File: src/rtl/rcv_ctrl_pkg.sv
// Shared state encoding and default frame geometry for the receive-path controller.
package rcv_ctrl_pkg;

  typedef enum logic [2:0] {
    IDLE  = 3'd0,
    RUN   = 3'd1,
    CHECK = 3'd2,
    LOAD  = 3'd3,
    ERR   = 3'd4
  } rcv_state_t;

  localparam int DEF_CLKS_PER_BIT = 10;
  localparam int DEF_DATA_BITS    = 8;

endpackage

File: src/rtl/flex_counter.sv
// Up-counter 1..rollover_val wrapping back to 1; clear forces 0 and wins over enable.
// Count updates on the edge after count_enable is seen.
module flex_counter #(
  parameter int NUM_CNT_BITS = 4
) (
  input  logic                    clk,
  input  logic                    n_rst,
  input  logic                    clear,
  input  logic                    count_enable,
  input  logic [NUM_CNT_BITS-1:0] rollover_val,
  output logic [NUM_CNT_BITS-1:0] count_out
);

  logic [NUM_CNT_BITS-1:0] count_q;
  logic [NUM_CNT_BITS-1:0] count_d;

  always_comb begin
    count_d = count_q;
    if (clear) begin
      count_d = '0;
    end else if (count_enable) begin
      if (count_q == rollover_val) count_d = NUM_CNT_BITS'(1);
      else                         count_d = count_q + NUM_CNT_BITS'(1);
    end
  end

  always_ff @(posedge clk or negedge n_rst) begin
    if (!n_rst) count_q <= '0;
    else        count_q <= count_d;
  end

  assign count_out = count_q;

endmodule

File: src/rtl/rcv_frame_ctrl.sv
// Receive frame sequencer: times bit cells, strobes the shifter, checks the stop bit.
// Strobe n lands CLKS_PER_BIT*n cycles after the start edge; load/error follows two cycles after the last strobe.
module rcv_frame_ctrl
  import rcv_ctrl_pkg::*;
#(
  parameter  int CLKS_PER_BIT = DEF_CLKS_PER_BIT,
  parameter  int DATA_BITS    = DEF_DATA_BITS,
  localparam int TMR_BITS     = $clog2(CLKS_PER_BIT + 1),
  localparam int BIT_BITS     = $clog2(DATA_BITS + 2)
) (
  input  logic                clk,
  input  logic                n_rst,
  input  logic                start_detected,
  input  logic                abort,
  input  logic                stop_bit,
  output logic                shift_strobe,
  output logic                load_buffer,
  output logic                framing_error,
  output logic                busy,
  output logic [BIT_BITS-1:0] bit_count
);

  localparam logic [TMR_BITS-1:0] TMR_MAX  = TMR_BITS'(CLKS_PER_BIT);
  localparam logic [BIT_BITS-1:0] BIT_ROLL = BIT_BITS'(DATA_BITS + 1);
  localparam logic [BIT_BITS-1:0] LAST_BIT = BIT_BITS'(DATA_BITS);

  rcv_state_t          state_q, state_d;
  logic                framing_error_q, framing_error_d;
  logic [TMR_BITS-1:0] tmr_count;
  logic                cnt_clear;

  assign cnt_clear    = (state_q == IDLE) || abort;
  assign shift_strobe = (state_q == RUN) && (tmr_count == TMR_MAX);

  flex_counter #(.NUM_CNT_BITS(TMR_BITS)) u_bit_tmr (
    .clk          (clk),
    .n_rst        (n_rst),
    .clear        (cnt_clear),
    .count_enable (state_q == RUN),
    .rollover_val (TMR_MAX),
    .count_out    (tmr_count)
  );

  flex_counter #(.NUM_CNT_BITS(BIT_BITS)) u_bit_cnt (
    .clk          (clk),
    .n_rst        (n_rst),
    .clear        (cnt_clear),
    .count_enable (shift_strobe),
    .rollover_val (BIT_ROLL),
    .count_out    (bit_count)
  );

  always_comb begin
    state_d         = state_q;
    framing_error_d = framing_error_q;
    load_buffer     = 1'b0;
    case (state_q)
      IDLE: begin
        if (start_detected) begin
          state_d         = RUN;
          framing_error_d = 1'b0;
        end
      end
      RUN: begin
        // the strobe taken with bit_count==DATA_BITS samples the stop bit
        if (shift_strobe && (bit_count == LAST_BIT)) state_d = CHECK;
      end
      CHECK: begin
        if (stop_bit) begin
          state_d = LOAD;
        end else begin
          state_d         = ERR;
          framing_error_d = 1'b1;
        end
      end
      LOAD: begin
        load_buffer = !abort;
        state_d     = IDLE;
      end
      ERR:     state_d = IDLE;
      default: state_d = IDLE;
    endcase
    if (abort) begin
      state_d         = IDLE;
      framing_error_d = framing_error_q;
    end
  end

  always_ff @(posedge clk or negedge n_rst) begin
    if (!n_rst) begin
      state_q         <= IDLE;
      framing_error_q <= 1'b0;
    end else begin
      state_q         <= state_d;
      framing_error_q <= framing_error_d;
    end
  end

  assign framing_error = framing_error_q;
  assign busy          = (state_q != IDLE);

endmodule

File: config.mk
export PLATFORM = sky130hd
export DESIGN_NAME = rcv_frame_ctrl
export DESIGN_NICKNAME = d
export VERILOG_FILES = /design/src/rtl/rcv_ctrl_pkg.sv /design/src/rtl/flex_counter.sv /design/src/rtl/rcv_frame_ctrl.sv
export SDC_FILE = /design/constraint.sdc
export NUM_CORES = 1
export LEC_CHECK = 0
export ABC_AREA = 1
export CAP_MARGIN = 20
export CORE_MARGIN = 2
export CORE_UTILIZATION = 38
export CTS_CLUSTER_DIAMETER = 200
export CTS_CLUSTER_SIZE = 24
export DETAILED_ROUTE_END_ITERATION = 10
export PLACE_DENSITY = 0.68
export SYNTH_ARGS = -nofsm -noshare
export SYNTH_HDL_FRONTEND = slang
export SYNTH_SLANG_ARGS = --single-unit
export TNS_END_PERCENT = 10
File: constraint.sdc
create_clock -name clk -period 1.7 [get_ports clk]
set_clock_uncertainty 0.2 [all_clocks]
set_input_delay 0.425 -clock clk [delete_from_list [all_inputs] [get_ports clk]]
set_output_delay 0.425 -clock clk [all_outputs]
set_load 0.01 [all_outputs]
==> results.txt, run 1 <==
- Status: finished, violations left
* Failing checks: setup timing
- Crit path required time: between 1 and 1.5 ns
- After detailed routing, the number of remaining DRC violations is 0.
- Comb pwr share: 0.550
- The first detailed-routing pass took 4 iterations.
- In this run the horizontal extent of the chip is slightly below 50 um.
* Main combinational cell family by area after synthesis: simple AND/OR/NAND/NOR gates
- The total area inside the core boundary comes to between 1500 and 2000 um^2.
* Sequential share of power: 0.294
- After detailed routing, the average wire length per cell comes to around 11 um.
* Period Utilization, post-route: 1.08
- The top cell types in the final layout, fill and taps aside, are 26 x sky130_fd_sc_hd__nand2_1, 23 x sky130_fd_sc_hd__buf_4, 12 x sky130_fd_sc_hd__dfrtp_1, 11 x sky130_fd_sc_hd__inv_1, 11 x sky130_fd_sc_hd__nor2_1.
- Initial antenna violation count: 0
- Number of failing setup endpoints in the final timing report: 3
- In this run the tightest slew margin relative to its limit is 0.864.
* Post-route antenna net violation count: 0
- Total routing resource utilization after global routing: 0.176
- The final max-slew violation count came to 0.
- Data arrives at the worst endpoint at 1.21 ns.
- The total overflow left after global routing is 0.
- The via count of the first global-routing pass is between 700 and 800.
- Worst setup slack for register-to-register paths: about 0.14 ns
- In the post-route analysis, the smallest setup slack over all paths is -0.130 ns.
* YS warnings: 0
* Multiplexer share of the synthesized area: 0
- In the final timing run, aggregate negative setup slack is -0.211 ns.
* CTS Buf Count: 3
* Max clock buf depth: 2
- At the end of routability-driven placement, the weighted congestion stood at just over 0.8.
- Number of DRC markers in iteration 0: 4
- Summed area of non-filler cells in the final layout: roughly 1100 um^2
- STA classifies the critical path endpoint as an output port.
* Unrepaired setup endpoints after global routing: true
- Min cycle time layout: roughly 1.8 ns
- Counting flops and latches in the post-synthesis netlist gives 12.
- After detailed placement, the design holds a cell count of between 150 and 200.
- 0 antenna diodes ended up in the layout.
* Die Area: 2420 um^2
- Row generation in the floorplan step produced 16 rows.
- The initial utilization of the core area, before any placement, comes to 0.399.
* Number of distinct library cells after synthesis: 22
* Area fraction in and, or, nand and nor cells after synthesis: 0.394
- Most common library cell in the layout ignoring fill and taps: sky130_fd_sc_hd__nand2_1
* Sw frac: 0.388
* Type of element launching the critical path: flop
* Combined area of all synthesized cells: a little under 800 um^2
- From synthesis to final layout, the design area changed by 47.2%.
* Adder-Cell Fraction of Synth Area: 0.0323
- The startpoint identified for the worst register-to-register timing path is state_q[1].
- Number of nets at the end of the flow: 150
- Layout fillers: between 150 and 200
- IR drop worst, VDD: 0.529 mV
- Of the post-synthesis cell area, the dominant cell type holds 0.388.
- Buffers inserted to repair hold after CTS numbered 0.
* Hold_ws: 0.253 ns
* Average cell area after synthesis: approximately 7.6 um^2
- Maximum number of pins on one net before global-route repair: 13
* Post-detailed-routing wire length: 1810 um
- TritonCTS built the clock tree.
- Count of buffers from port buffering: 12
- The clock net in this run drives a total of 12 sinks.
- Number of vias per cell after detailed routing: about 4.7
- Fraction of power consumed by the clock network: 0.156
- In this run the clock root is driven by a sky130_fd_sc_hd__clkbuf_4.
- Layout Utilization: 0.587
- Internal power of the cells: 715 uW
- Worst Max-Slew Pin Slew: a little over 0.2 ns
- Cell types occupying the most area after synthesis: sky130_fd_sc_hd__dfrtp_1 39%, sky130_fd_sc_hd__nand2_1 13%, sky130_fd_sc_hd__nand3_1 6.5%
- For this block, the via count after detailed routing is about 780.
* Top-level I/O count: 13
- Final hold violation count: 0
- Setup CP Type: reg -> out
* Leak pwr: between 0.5 and 0.6 nW
- Placed wire-length estimate: roughly 1400 um
- Dividing total power by cell area gives a power density of a little over 1000 nW/um^2.
* Largest fanout on the critical path: 2
- Of all cell types, the one taking the most synthesized area is sky130_fd_sc_hd__dfrtp_1.
- Portion of the post-synthesis area used by sequential elements: 0.388
- First-pass GRT wire length: 3190 um
- Xor-xnor portion of the synthesized cell area: 0.0226
- For the worst-skew pair, the clock arrives at the later sink with an insertion delay of 0.28 ns.
- Clock-pin slew was measured on the worst setup and hold paths at 0.08 ns.
* Complex-gate fraction of the synthesized area: 0.0969
- Fin cells: 168
- Post-place setup slack: -0.501 ns
- CTS built an H-tree with a depth of 1.
- After technology mapping, the gate count stands at between 100 and 150.
- Based on the critical path, the design can be clocked at up to 546 MHz.
- The floorplan step set the die height to 49.1 um.
- The endpoint identified for the worst register-to-register timing path is u_bit_cnt.count_out[3].
- Depth of the worst register-to-register path: 9
- Overall power consumption after layout is estimated at roughly 1.2 mW.
- Max-cap violations in this run came to 0.
- Proportion of layout cells with a drive suffix above 1: 0.340
* Sw power: 453 uW
- Counting every net in the synthesized netlist gives ~110.
- The worst hold path belongs to the class in -> async.
- Summing all placed instances gives a cell area of between 1000 and 1500 um^2.
-- worst max-delay path, stage by stage (launching register included) --
cell                      delay, ns
sky130_fd_sc_hd__dfrtp_1       0.39
sky130_fd_sc_hd__buf_4         0.14
sky130_fd_sc_hd__nor2_2        0.08
sky130_fd_sc_hd__nand2_2       0.09
sky130_fd_sc_hd__nor2_4        0.12
sky130_fd_sc_hd__buf_6         0.11
-- worst max path at each step --
| stage | start | endpoint | slack, ns | depth (start not counted) |
|---|---|---|---|---|
| after floorplan | u_bit_tmr.count_out[0] | shift_strobe | 0.15 | 4 |
| after global placement | abort | load_buffer | -0.50 | 3 |
| after detailed placement | abort | load_buffer | -0.50 | 3 |
| after CTS | state_q[2] | shift_strobe | -0.12 | 5 |
| after global routing | u_bit_tmr.count_out[0] | shift_strobe | -0.21 | 5 |
| final | state_q[2] | shift_strobe | -0.13 | 5 |
-- cell type report --
| class | count | area [um^2] | share of cell area |
|---|---|---|---|
| Clock buffer | 3 | 22.5 | 0.0198 |
| Sequential cell | 12 | 300 | 0.263 |
| Tap cell | 27 | 33.8 | 0.0296 |
| Multi-Input combinational cell | 77 | 438 | 0.384 |
| Timing Repair Buffer | 36 | 294 | 0.258 |
| Inverter | 13 | 51.3 | 0.0450 |
-- sequential cells by signal, summed over array words and instances (netlist names) --
| name | cells |
|---|---|
| u_bit_tmr.count_out | 4 |
| state_q | 3 |
| framing_error | 1 |
| u_bit_cnt.count_out | 4 |
-- metal layers --
layer | vias to the layer above | GRT usage | part of all wire
met2 | 15 | 0.313 | 0.50
met3 | 5 | 0.0429 | 0.042
met4 | 0 | 0.0810 | 0.017
met1 | 353 | 0.194 | 0.44
li1 | 409 | - | -
met5 | - | 0 | 0
-- cell families after synthesis --
kind of cell / after synthesis
simple gates: 63
fa+ha+maj: 2
buf+inv: 13
xor+xnor: 2
flops: 12
compound gates: 10
-- cell usage after synthesis (all sizes together) --
cell type	n
nand4	3
o211ai	1
dfrtp	12
inv	13
and2	1
nand2	30
nand3b	1
a21oi	2
o21ai	7
nor2	16
xor2	2
ha	2
nand3	10
nor3	2
-- what timing repair did --
item,CTS,global route
setup buffers,3,0
setup endpoints to repair,8,3
pin swaps,6,0
endpoints found under the hold margin,0,0
gates resized for setup,24,1
-- power groups by stage --
stage               registers, mW  logic (mW)  clock network, mW
floorplan                   0.376       0.294                  0
global placement            0.352       0.574                  0
detailed placement          0.354       0.585                  0
CTS                         0.343       0.641              0.186
global route                0.346       0.703              0.197
finish                      0.343       0.643              0.182
Note: power is estimated with default switching activity, not from simulation.
==> inputs of run 2 (changes only) <==
--- a/config.mk
+++ b/config.mk
@@ -12,6 +12,7 @@
 export CTS_CLUSTER_DIAMETER = 200
 export CTS_CLUSTER_SIZE = 24
 export DETAILED_ROUTE_END_ITERATION = 10
+export MAX_ROUTING_LAYER = met4
 export PLACE_DENSITY = 0.68
 export SYNTH_ARGS = -nofsm -noshare
 export SYNTH_HDL_FRONTEND = slang
==> run 2 against run 1 <==
Effect of this change:
- the run still ends with setup timing left
- maximum frequency is 0.10% higher
- wire length is 0.17% lower
- die area stayed put
- non-clock buffer count stayed put
- cell count did not move
- sequential power is essentially flat
- core utilization did not move
- critical endpoint unchanged
- register-to-register slack hardly changed
- first-iteration DRC count unchanged
- global-route usage is 0.49 points higher
- flip-flop and latch count unchanged
==> results.txt, run 2 (same netlist as run 1, synthesis figures left out) <==
- Period Utilization, post-route: 1.08 (-0.00110)
- Worst hold path class: in -> async
* Placed wire-length estimate: 1380 um (unchanged)
- The worst path arrival time came to 1.20 ns (about the same).
- The final max-slew violation count is 0 (unchanged).
- Core footprint: 1940 um^2 (unchanged)
* Height of the chip: 49.1 um (unchanged)
* CTS tree: built
* Post-place setup slack: -0.501 ns (unchanged)
- Via count of the first global-routing pass: 782 (unchanged)
* Max clock buf depth: 2 (unchanged)
- The count of max-cap constraint violations is 0 (unchanged).
- Final hold violation count: 0 (unchanged)
- Number of failing setup endpoints in the final timing report: 3 (unchanged)
- The leakage component of the power is 0.575 nW (unchanged).
- The tree is rooted in a sky130_fd_sc_hd__clkbuf_4.
* Setup ws final: -0.128 ns (+0.00187 ns)
- The number of antenna violations at the first check in global routing is 0 (unchanged).
* Area added between synthesis and finish: 47.2% (unchanged)
- Initial core utilization: 0.399 (unchanged)
- The violation count after the first detailed-routing iteration came to 4 (unchanged).
- Layout Utilization: 0.587 (unchanged)
- The tightest hold margin was 0.255 ns (+0.00186 ns).
- Horizontal die dimension: 49.1 um (unchanged)
- Maximum clock rate: 547 MHz (+0.10%)
* Layout fillers: 197 (unchanged)
- Power density relative to cell area: 1020 nW/um^2 (-0.10%)
- Largest fanout on the critical path: 2 (unchanged)
- The source-to-sink clock delay at the later pin of the worst-skew pair came to 0.28 ns (about the same).
- The final-stage net count is 150 (unchanged).
- The clock transition at the registers of the reported paths was 0.08 ns (about the same).
- First-pass GRT wire length: 3190 um (unchanged)
- The setup path with the least slack is of type reg -> out.
* Post-detailed-routing wire length: 1800 um (-0.17%)
* Number of vias in the routed layout: 784 (+0.26%)
* Total routing resource utilization after global routing: 0.181 (+0.00495)
- The sum of overflow across all layers after global routing came to 0 (unchanged).
* Min cycle time layout: 1.83 ns (-0.00187 ns)
- Unrepaired setup endpoints after global routing: true
- Most common library cell in the layout ignoring fill and taps: sky130_fd_sc_hd__nand2_1
* Most frequent cells in the layout: 26 x sky130_fd_sc_hd__nand2_1, 23 x sky130_fd_sc_hd__buf_4, 12 x sky130_fd_sc_hd__dfrtp_1, 11 x sky130_fd_sc_hd__inv_1, 11 x sky130_fd_sc_hd__nor2_1
* Count of buffers from port buffering: 12 (unchanged)
- The routed via count divided by cell count is 4.67 (+0.26%).
* Last weighted congestion value of the routability-driven placer: 0.841 (+1.5%)
* Die Area: 2420 um^2 (unchanged)
- The total number of H-tree levels came to 1 (unchanged).
- The worst setup path is captured at an output port.
* Post-route antenna net violation count: 0 (unchanged)
- CTS Buf Count: 3 (unchanged)
- STA classifies the critical path startpoint as a flop.
- Number of buffers added to fix hold violations after cts: 0 (unchanged)
* IR drop worst, VDD: 0.529 mV (about the same)
* Maximum number of pins on one net before global-route repair: 13 (unchanged)
* Routed length per placed instance: 10.7 um (-0.17%)
* Top-level I/O count: 13 (unchanged)
* Proportion of layout cells with a drive suffix above 1: 0.340 (unchanged)
- The first-pass iteration count of the detailed router was 4 (unchanged).
- Worst Max-Slew Pin Slew: 0.202 ns (-0.00102 ns)
- Failing checks: setup timing
* Number of rows created at floorplan: 16 (unchanged)
- Crit path required time: 1.07 ns (about the same)
* Remaining design rule violation count: 0 (unchanged)
* Status: finished, violations left
* Slew HR: 0.865 (about the same)
- The number of sinks driven by the clock tree was 12 (unchanged).
* Number of diodes added for antenna fixing: 0 (unchanged)
==> run 2: worst paths after layout <==
path | start | end | slack, ns | cells after the start
worst min-delay path | n_rst | u_bit_cnt.count_out[1] | 0.26 | 2
max in group asynchronous | n_rst | u_bit_tmr.count_out[1] | 0.89 | 2
worst min register to register | framing_error | framing_error | 0.28 | 2
min in group clk | framing_error | framing_error | 0.28 | 2
worst max-delay path | state_q[2] | shift_strobe | -0.13 | 5
worst max register to register | state_q[1] | u_bit_cnt.count_out[3] | 0.14 | 9
==> run 2: stage by stage <==
step                      cell area, um^2  power [mW]  setup TNS [ns]  std cells
after floorplan                       774       0.670               0        102
after global placement               1090       0.925           -1.18        162
after detailed placement             1090       0.938           -1.32        162
after CTS                            1130        1.17          -0.198        168
after global routing                 1140        1.25          -0.396        168
final                                1140        1.17          -0.205        168
==> run 2: what timing repair did <==
action                                  4_1_cts  5_1_grt
resized for setup                            24        1
setup buffers                                 3        0
endpoints found under the setup margin        8        3
pin swaps                                     6        0
==> run 2: per-layer routing <==
| layer | track usage | vias to the layer above | part of all wire |
|---|---|---|---|
| li1 | - | 409 | - |
| met1 | 0.194 | 353 | 0.44 |
| met2 | 0.313 | 16 | 0.50 |
| met3 | 0.0429 | 6 | 0.042 |
| met4 | 0.0810 | 0 | 0.014 |
| met5 | - | - | 0 |
==> run 2: critical path, cell delays in order, from the launching register on <==
cell and delay [ns]:
sky130_fd_sc_hd__dfrtp_1 0.39, sky130_fd_sc_hd__buf_4 0.14, sky130_fd_sc_hd__nor2_2 0.08, sky130_fd_sc_hd__nand2_2 0.09, sky130_fd_sc_hd__nor2_4 0.12, sky130_fd_sc_hd__buf_6 0.11
==> run 2: report_power, final <==
group          internal [mW]  switching (mW)
Combinational          0.312           0.331
Clock                 0.0822          0.0989
Sequential             0.321          0.0222
Total                  0.715           0.452
==> run 2: area by class of cell <==
| cell class | count | area [um^2] | area share |
|---|---|---|---|
| multi-input cells | 77 | 438 | 0.384 |
| flip-flops and latches | 12 | 300 | 0.263 |
| repair buffers | 36 | 294 | 0.258 |
| inverters | 13 | 51.3 | 0.0450 |
| well taps | 27 | 33.8 | 0.0296 |
| clock buffers | 3 | 22.5 | 0.0198 |
==> inputs of run 3 (changes only) <==
--- a/config.mk
+++ b/config.mk
@@ -7,6 +7,7 @@
 export LEC_CHECK = 0
 export ABC_AREA = 1
 export CAP_MARGIN = 20
+export CORE_ASPECT_RATIO = 0.9
 export CORE_MARGIN = 2
 export CORE_UTILIZATION = 38
 export CTS_CLUSTER_DIAMETER = 200
==> run 3 against run 2 <==
Effect of this change:
- the flow still finishes with violations (setup timing)
- cell count is 1.2% lower
- via count down 0.77%
- flip-flop and latch count unchanged
- core utilization rose by 1.2 points
- power grew 0.32%
- wire length decreased by 2.7%
- clock power is 4% lower
- clock-buffer cell count unchanged
- highest routed layer unchanged
==> results.txt, run 3 (same netlist as run 1, synthesis figures left out) <==
- Worst setup slack for register-to-register paths: 0.11 ns (-0.03 ns)
- Period Utilization, post-route: 1.07 (-0.00300)
- Top-level I/O count: 13 (unchanged)
- The number of DRC violations after detailed routing is 0 (unchanged).
* Number of diodes added for antenna fixing: 0 (unchanged)
- The layout cell share with drive strength beyond 1 was 0.340 (unchanged).
- Slew HR: 0.864 (about the same)
- Peak per-stage delay on the critical path: 0.38 ns (about the same)
- Maximum Capacitance Violations: 0 (unchanged)
* Type of element launching the critical path: flop
- The most critical setup path has its startpoint at state_q[2].
- The pin count of the biggest net entering global routing is 13 (unchanged).
* Dominant cell type by count on the critical path: sky130_fd_sc_hd__nor2_4
- The number of cells in the design after placement was 160 (-1.2%).
* Hold_ws: 0.255 ns (-0.000181 ns)
* Total routing resource utilization after global routing: 0.179 (-0.00189)
- Combined buffer and inverter count along the critical path: 2 (unchanged)
* CTS tree: built
* Largest fanout on the critical path: 3 (+1)
- The library cells used most frequently in the layout, excluding fill and tap cells, are 26 x sky130_fd_sc_hd__nand2_1, 22 x sky130_fd_sc_hd__buf_4, 12 x sky130_fd_sc_hd__dfrtp_1, 11 x sky130_fd_sc_hd__inv_1, 11 x sky130_fd_sc_hd__nor2_1.
* Count of buffers from port buffering: 12 (unchanged)
- The tightest min-delay check is of the in -> async type.
* Power density relative to cell area: 1020 nW/um^2 (-0.23%)
* First-pass GRT wire length: 3030 um (-5.0%)
- Number of failing setup endpoints in the final timing report: 3 (unchanged)
- Setup ws final: -0.123 ns (+0.00510 ns)
- The critical path goes through buf_4, nor2_4, nand2_2, nor2_4, buf_6.
- Worst reg2reg path startpoint: state_q[1]
* Depth of the worst register-to-register path: 9 (unchanged)
- Core footprint: 1910 um^2 (-1.4%)
- Via count of the first global-routing pass: 709 (-9.3%)
* Number of vias in the routed layout: 778 (-0.77%)
* Post-detailed-routing wire length: 1750 um (-2.7%)
- Relative to the synthesized area, the layout overhead comes to 48.0%.
* Setup crit end kind: output port
- The site row count came to 15 (-1).
- Family with the most delay on the worst path: flip-flops
* Drt pass-1 iters: 4 (unchanged)
* Count of H-tree levels built during CTS: 1 (unchanged)
- CTS clock-pin slew for the worst setup and hold paths: 0.07 ns (about the same)
* Number of buffers added to fix hold violations after cts: 0 (unchanged)
- The total power after layout came to 1.17 mW (+0.32%).
- The sum of overflow across all layers after global routing is 0 (unchanged).
- Leak pwr: 0.578 nW (+0.65%)
- The flow ran to the end, but the final reports show violations.
- The library cell used most frequently in the layout, excluding fill and tap cells, is sky130_fd_sc_hd__nand2_1.
- The area enclosed by the die boundary was 2420 um^2 (about the same).
- Height of the chip: 46.8 um (-4.7%)
- The final reports fail on setup timing.
- CTS Root Buffer Type: sky130_fd_sc_hd__clkbuf_4
- Skew-Pair Late Insertion Delay: 0.27 ns (about the same)
- The post-layout minimum cycle time was 1.82 ns (-0.00510 ns).
- The endpoint identified for the worst register-to-register timing path is u_bit_cnt.count_out[3].
- The final-stage net count is 150 (unchanged).
- The peak supply drop was 0.652 mV (+23%).
- The worst path arrival time is 1.20 ns (about the same).
* Crit path required time: 1.07 ns (about the same)
- The final max-slew violation count came to 0 (unchanged).
* Post-route antenna net violation count: 0 (unchanged)
- The routability congestion estimate was 0.836 (-0.51%).
- The number of antenna violations at the first check in global routing came to 0 (unchanged).
* Number of vias per cell after detailed routing: 4.69 (+0.43%)
- The violation count after the first detailed-routing iteration came to 18 (+14).
* Layout fillers: 180 (-8.6%)
- Placed wire-length estimate: 1380 um (about the same)
- Initial core utilization: 0.405 (+0.00573)
* Fin cells: 166 (-1.2%)
- Setup repair after global routing could not meet its margin everywhere.
- The worst-margin pin slew came to 0.203 ns (+0.000994 ns).
- Max clock buf depth: 2 (unchanged)
* CTS Buf Count: 3 (unchanged)
- Horizontal die dimension: 51.6 um (+5.0%)
- The average wire length per cell after detail routing came to 10.6 um (-1.5%).
- Slowest stage cell on the critical path: sky130_fd_sc_hd__dfrtp_1
* Sinks on Clock Net: 12 (unchanged)
* Total stage count of the critical path: 5 (unchanged)
* Final hold violation count: 0 (unchanged)
- The highest achievable clock rate came to 548 MHz (+0.28%).
- Setup CP Type: reg -> out
run 3: cell counts in the layout (fill, tap and decap cells not counted):
Identical to the previous run, type by type.
run 3: metal layers:
layer  part of all wire  GRT usage  vias up  wire, um
met2               0.48      0.292       15       841
met4             0.0023     0.0316        0         4
li1                   -          -      407         -
met5                  0          -        -         0
met3              0.040     0.0573        2        70
met1               0.48      0.221      354       838
run 3: worst max-delay path by stage:
stage / endpoint / slack [ns]
3_3_place_gp: load_buffer / -0.52
4_1_cts: shift_strobe / -0.15
6_report: shift_strobe / -0.12
5_1_grt: shift_strobe / -0.20
3_5_place_dp: load_buffer / -0.53
2_1_floorplan: shift_strobe / 0.15
run 3: area by class of cell:
type | instances | area (um^2) | share of cell area
multi-input cells | 77 | 443 | 0.386
inverters | 13 | 51.3 | 0.0448
well taps | 25 | 31.3 | 0.0273
clock buffers | 3 | 22.5 | 0.0197
repair buffers | 36 | 298 | 0.260
flip-flops and latches | 12 | 300 | 0.262
run 3: what timing repair did:
| item | in CTS | in global routing |
|---|---|---|
| gates resized for setup | 23 | 4 |
| pin swaps | 2 | 3 |
| setup endpoints to repair | 8 | 3 |
| gates cloned | 0 | 0 |
| setup buffers | 3 | 0 |
run 3: power by group:
group          switching [mW]  internal [mW]
clock network          0.0917         0.0820
registers              0.0302          0.321
logic                   0.329          0.317
total                   0.451          0.719
run 3: metrics by stage:
step / setup slack, ns / util / instance area [um^2] / setup TNS (ns)
CTS: -0.150 / 0.590 / 1130 / -0.212
finish: -0.123 / 0.599 / 1150 / -0.182
detailed placement: -0.528 / 0.566 / 1080 / -1.38
global placement: -0.521 / 0.566 / 1080 / -1.28
global route: -0.197 / 0.599 / 1150 / -0.373
floorplan: 0.151 / - / 774 / 0
